File: config.mk
export PLATFORM = sky130hd
export DESIGN_NAME = adc_acq_ctrl
export DESIGN_NICKNAME = d
export VERILOG_FILES = /design/src/rtl/adc_acq_ctrl.sv
export SDC_FILE = /design/constraint.sdc
export NUM_CORES = 1
export LEC_CHECK = 0
export BUFFER_PORTS_ARGS = -buffer_cell sky130_fd_sc_hd__buf_2
export CAP_MARGIN = 20
export CORE_MARGIN = 10
export CORE_UTILIZATION = 55
export CTS_CLUSTER_SIZE = 12
export DETAILED_ROUTE_END_ITERATION = 6
export PLACE_DENSITY = 0.88
export SYNTH_ARGS = -nofsm -noshare
export SYNTH_HDL_FRONTEND = slang
export SYNTH_SLANG_ARGS = --single-unit
File: constraint.sdc
create_clock -name SYS_CLK -period 7.05 [get_ports SYS_CLK]
set_input_delay 0.705 -clock SYS_CLK [delete_from_list [all_inputs] [get_ports SYS_CLK]]
set_output_delay 0.705 -clock SYS_CLK [all_outputs]
set_load 0.01 [all_outputs]
File: src/rtl/adc_acq_ctrl.sv
// ADC acquisition controller: optional level trigger, 1-of-(N+1) decimation,
// fixed-length capture delivered over a valid/ready output register.
module adc_acq_ctrl #(
  parameter int DATA_W = 10,
  parameter int CNT_W  = 16
) (
  input  logic              SYS_CLK,
  input  logic              RESET_N,
  input  logic [DATA_W-1:0] SMP_DATA,
  input  logic              SMP_VALID,
  input  logic [CNT_W-1:0]  CFG_LEN,
  input  logic [3:0]        CFG_DECIM,
  input  logic              CFG_TRIG_MODE,
  input  logic [DATA_W-1:0] CFG_THRESH,
  input  logic              START,
  input  logic              ABORT,
  output logic [DATA_W-1:0] OUT_DATA,
  output logic              OUT_VALID,
  input  logic              OUT_READY,
  output logic              OUT_LAST,
  output logic              BUSY,
  output logic              DONE,
  output logic              OVERFLOW
);

  localparam logic [1:0] IDLE      = 2'd0;
  localparam logic [1:0] WAIT_TRIG = 2'd1;
  localparam logic [1:0] CAPTURE   = 2'd2;
  localparam logic [1:0] DRAIN     = 2'd3;

  logic [1:0]        state;
  logic [CNT_W-1:0]  len_q, smp_cnt, cnt_nxt;
  logic [3:0]        decim_q, dec_cnt;
  logic [DATA_W-1:0] thresh_q;
  logic              trig_hit, proc, keep, can_load, load, last_load, hs;

  // Sample qualification: the trigger sample itself counts as the first capture sample.
  always_comb begin
    trig_hit  = SMP_VALID && (SMP_DATA >= thresh_q);
    proc      = ((state == CAPTURE) && SMP_VALID) || ((state == WAIT_TRIG) && trig_hit);
    keep      = proc && (dec_cnt == 4'd0);
    can_load  = !OUT_VALID || OUT_READY;
    load      = keep && can_load;
    cnt_nxt   = smp_cnt + CNT_W'(1);
    last_load = load && (cnt_nxt == len_q);
    hs        = OUT_VALID && OUT_READY;
  end

  assign BUSY = (state != IDLE);

  // Control FSM, config latch, counters and output register.
  always_ff @(posedge SYS_CLK) begin
    if (!RESET_N) begin
      state    <= IDLE;
      len_q    <= '0;
      decim_q  <= '0;
      thresh_q <= '0;
      smp_cnt  <= '0;
      dec_cnt  <= '0;
      OUT_DATA  <= '0;
      OUT_VALID <= 1'b0;
      OUT_LAST  <= 1'b0;
      DONE      <= 1'b0;
      OVERFLOW  <= 1'b0;
    end else begin
      DONE <= 1'b0;
      case (state)
        IDLE: begin
          // ABORT in the same cycle suppresses the start.
          if (START && !ABORT && (CFG_LEN != '0)) begin
            len_q    <= CFG_LEN;
            decim_q  <= CFG_DECIM;
            thresh_q <= CFG_THRESH;
            smp_cnt  <= '0;
            dec_cnt  <= '0;
            OVERFLOW <= 1'b0;
            state    <= CFG_TRIG_MODE ? WAIT_TRIG : CAPTURE;
          end
        end
        default: begin
          if (ABORT) begin
            state     <= IDLE;
            OUT_VALID <= 1'b0;
            OUT_LAST  <= 1'b0;
          end else begin
            // Decimation phase advances on every processed sample, kept or dropped.
            if (proc)
              dec_cnt <= (dec_cnt == decim_q) ? 4'd0 : dec_cnt + 4'd1;
            if (load) begin
              OUT_DATA  <= SMP_DATA;
              OUT_VALID <= 1'b1;
              OUT_LAST  <= last_load;
              smp_cnt   <= cnt_nxt;
            end else if (hs) begin
              OUT_VALID <= 1'b0;
              OUT_LAST  <= 1'b0;
            end
            if (keep && !can_load)
              OVERFLOW <= 1'b1;
            // In DRAIN no loads happen, so the pending beat is the last one.
            if ((state == DRAIN) && hs) begin
              state <= IDLE;
              DONE  <= 1'b1;
            end else if (last_load) begin
              state <= DRAIN;
            end else if ((state == WAIT_TRIG) && trig_hit) begin
              state <= CAPTURE;
            end
          end
        end
      endcase
    end
  end

endmodule

==> qor.yml <==
run_status:
  status: "finished, final reports clean"
floorplanning:
  fp-row-count: 29
  dieHeight_um: 102
  core_sq_um: 6420
  start_util: 0.571
  io_pins: 62
  die_area_sq_um: 10300
  die-width_um: 102
route:
  firstDrtPassIters: 6
  first_iter_violations: 327
  wire_per_inst_um: 17.1
  ant_nets: 0
  vias: 3537
  wl_mm: 9.87
  viasPerCell: 6.11
  drc: 0
clocking:
  cts-buffers-inserted: 9
  cts_sinks: 66
  path_clk_slew_ns: 0.07
  insertion_delay_ns: 0.35
  cts_setup_buffers: 0
  hold_buffers: 0
  cts_root_buf: "clkbuf_8"
  clockBufferDepth: 2
  htreeDepth: 3
  cts.repair.resized: 0
  cts_tree: "built"
layout:
  nets: 557
  seqCellArea_sq_um: 1320
  stdcell_area_sq_um: 4240
  diodes: 0
  area.growth.synth_to_final_pct: 15.7
  fillers: 477
  multi_input_area_sq_um: 2190
  drive_gt1_frac: 0.179
yosys:
  yosysSeqAreaShare: 0.360
  ys_ff_latch: 66
  synth_cell_type_count: 56
  synth_edf_count: 0
  ys.flop_type: "dfxtp_1"
  synthCells: 447
  ys_async_sr_fraction: 0
  avgSynthCellArea_sq_um: 8.20
  syn_area_sq_um: 3670
  ys_warn_count: 0
  synth_nets: 507
timing:
  fmax_mhz: 285
  skew_ns: 0.00860
  final-setup-viol-count: 0
  rsz0062_at_grt: "no"
  maxSlewHeadroom: 0.380
  worst_slew_pin_slew_ns: 0.930
  min_period_over_period: 0.498
  period_minus_slack_ns: 3.51
  finalMaxSlewViolations: 0
  hold_viol: 0
  tns_ns: 0
global_routing:
  grt_pass1_vias: 3542
  grt_usage: 0.188
  grt_pass1_wl_mm: 16.1
  antenna_found_initial: 0
  overflow: 0
  grt_max_degree: 59
setup_path:
  r2r_cells: 9
  rrSetupSlack_ns: 3.60
  cp-end-kind: "register"
  crit_start: "SMP_DATA[3]"
  startpoint_type: "primary input"
  cp_max_fo: 17
  endpoint: "smp_cnt[5]$_SDFFE_PN0P_"
  crit_type: "primary input to register"
  worstPathRequired_ns: 7.28
  timing.rr.start: "thresh_q[3]$_SDFFE_PN0P_"
  slowest_stage: "and3_1"
  cpPeakStageDelay_ns: 0.81
  r2r_end: "smp_cnt[5]$_SDFFE_PN0P_"
  cp_cell_sequence: "buf_2 > ha_1 > a211o_1 > a21oi_1 > o21ai_1 > a311o_1 > and3_1 > nand2_1 > o41ai_1"
  crit_arrival_ns: 3.75
min_path:
  whs_path_depth: 2
  hold_class: "register to register"
flow_run:
  maxCapViolCount: 0
place:
  port_buffers: 61
  routabilityCongestion: 0.910
  dpl.hpwl_mm: 6.78
  place_area_sq_um: 3970
pwr:
  p_leak_nw: 1.71
  fin_total_pwr_uw: 863
  p_per_area_nw_per_um2: 203
  peakVddDrop_mv: 0.186
[through the flow]
| step | hold slack, ns | setup WS, ns | instances | utilization |
|---|---|---|---|---|
| after floorplan | 0.443 | 4.36 | 447 | - |
| after global placement | 0.454 | 3.18 | 561 | 0.618 |
| after detailed placement | 0.459 | 2.98 | 561 | 0.618 |
| after CTS | 0.469 | 3.33 | 577 | 0.655 |
| after global routing | 0.497 | 3.35 | 579 | 0.661 |
| final | 0.467 | 3.54 | 579 | 0.661 |
[state kept, by name, indices dropped and copies added, names as in the netlist]
signal / cells
decim_q: 4
smp_cnt: 16
OUT_DATA: 10
state: 2
OUT_LAST: 1
OVERFLOW: 1
DONE: 1
OUT_VALID: 1
dec_cnt: 4
thresh_q: 10
len_q: 16
[critical path, delay by kind of cell]
kind,cells,cell delay [ns]
simple gates,2,1.40
compound gates,5,1.22
fa+ha+maj,1,0.30
buf+inv,1,0.11
[layer usage]
metal,wire (um),share of wire,GRT usage,vias to the layer above
li1,-,-,-,1665
met1,3880,0.39,0.208,1674
met2,5050,0.51,0.329,160
met3,594,0.060,0.0402,38
met4,349,0.035,0.106,0
met5,0,0,0,-
[synthesized netlist by cell type (all sizes together) (2+ instances only)]
| master | count | area share |
|---|---|---|
| a311o | 2 | 0.0055 |
| a21oi | 15 | 0.020 |
| inv | 13 | 0.013 |
| nand3b | 2 | 0.0041 |
| dfxtp | 66 | 0.36 |
| xnor2 | 12 | 0.029 |
| o21ai | 24 | 0.033 |
| xor2 | 13 | 0.031 |
| o211ai | 2 | 0.0041 |
| buf | 10 | 0.014 |
| o21a | 2 | 0.0041 |
| nor3b | 2 | 0.0041 |
| and3 | 4 | 0.0068 |
| nor2b | 19 | 0.032 |
| o31ai | 9 | 0.018 |
| nor3 | 4 | 0.0055 |
| clkbuf | 15 | 0.015 |
| nand3 | 13 | 0.023 |
| nor4b | 2 | 0.0048 |
| a41oi | 2 | 0.0048 |
| nand2 | 86 | 0.091 |
| a31oi | 4 | 0.0068 |
| or4 | 2 | 0.0041 |
| ha | 13 | 0.044 |
| o41ai | 3 | 0.0072 |
| nand4 | 8 | 0.014 |
| nand2b | 3 | 0.0051 |
| a21boi | 35 | 0.072 |
| nor2 | 19 | 0.019 |
| and2 | 4 | 0.0068 |
| nor4 | 9 | 0.019 |
| a21o | 2 | 0.0041 |
| mux2i | 14 | 0.038 |
[area by class of cell]
cell class / count / share of cell area
timing repair buffer: 64 / 0.0820
clock inverter: 4 / 0.0171
sequential: 66 / 0.311
tap: 77 / 0.0227
inverter: 13 / 0.0115
clock buffer: 12 / 0.0389
multi-input combinational: 343 / 0.517
[report_power, final]
part | internal, mW | total (mW) | leakage, nW | switching, mW
Sequential | 0.383 | 0.391 | 0.535 | 0.00803
Clock | 0.227 | 0.378 | 0.119 | 0.150
Combinational | 0.0408 | 0.0943 | 1.06 | 0.0535
Total | 0.651 | 0.863 | 1.71 | 0.212
[worst min path at each step]
stage	slack, ns	start	end
global placement	0.45	thresh_q[9]$_SDFFE_PN0P_	thresh_q[9]$_SDFFE_PN0P_
floorplan	0.44	thresh_q[1]$_SDFFE_PN0P_	thresh_q[1]$_SDFFE_PN0P_
finish	0.47	thresh_q[6]$_SDFFE_PN0P_	thresh_q[6]$_SDFFE_PN0P_
CTS	0.47	thresh_q[8]$_SDFFE_PN0P_	thresh_q[8]$_SDFFE_PN0P_
detailed placement	0.46	thresh_q[8]$_SDFFE_PN0P_	thresh_q[8]$_SDFFE_PN0P_
global route	0.50	thresh_q[8]$_SDFFE_PN0P_	thresh_q[8]$_SDFFE_PN0P_
[cells in the final DEF, fill, tap and decap left out, types with 4 or more instances in the layout]
cell type   n
a31oi_1     4
and2_1      4
ha_1       13
xnor2_1    12
nand4_1     8
nand2_1    84
and3_1      4
a21boi_0   33
buf_2      61
nor3_1      4
o31ai_1     9
nor4_1      8
mux2i_1    14
a21oi_1    15
nand3_1    11
dfxtp_1    66
inv_1      13
o21ai_0    18
o21ai_1     6
nor2b_1    19
xor2_1     13
nor2_1     18
clkbuf_8   12
[kinds of logic after synthesis]
group           synth area share
xor+xnor                  0.0597
fa+ha+maj                 0.0444
buf+inv                   0.0426
compound gates             0.195
flops                      0.360
simple gates               0.256
mux                       0.0423
Note: power is estimated with default switching activity, not from simulation.
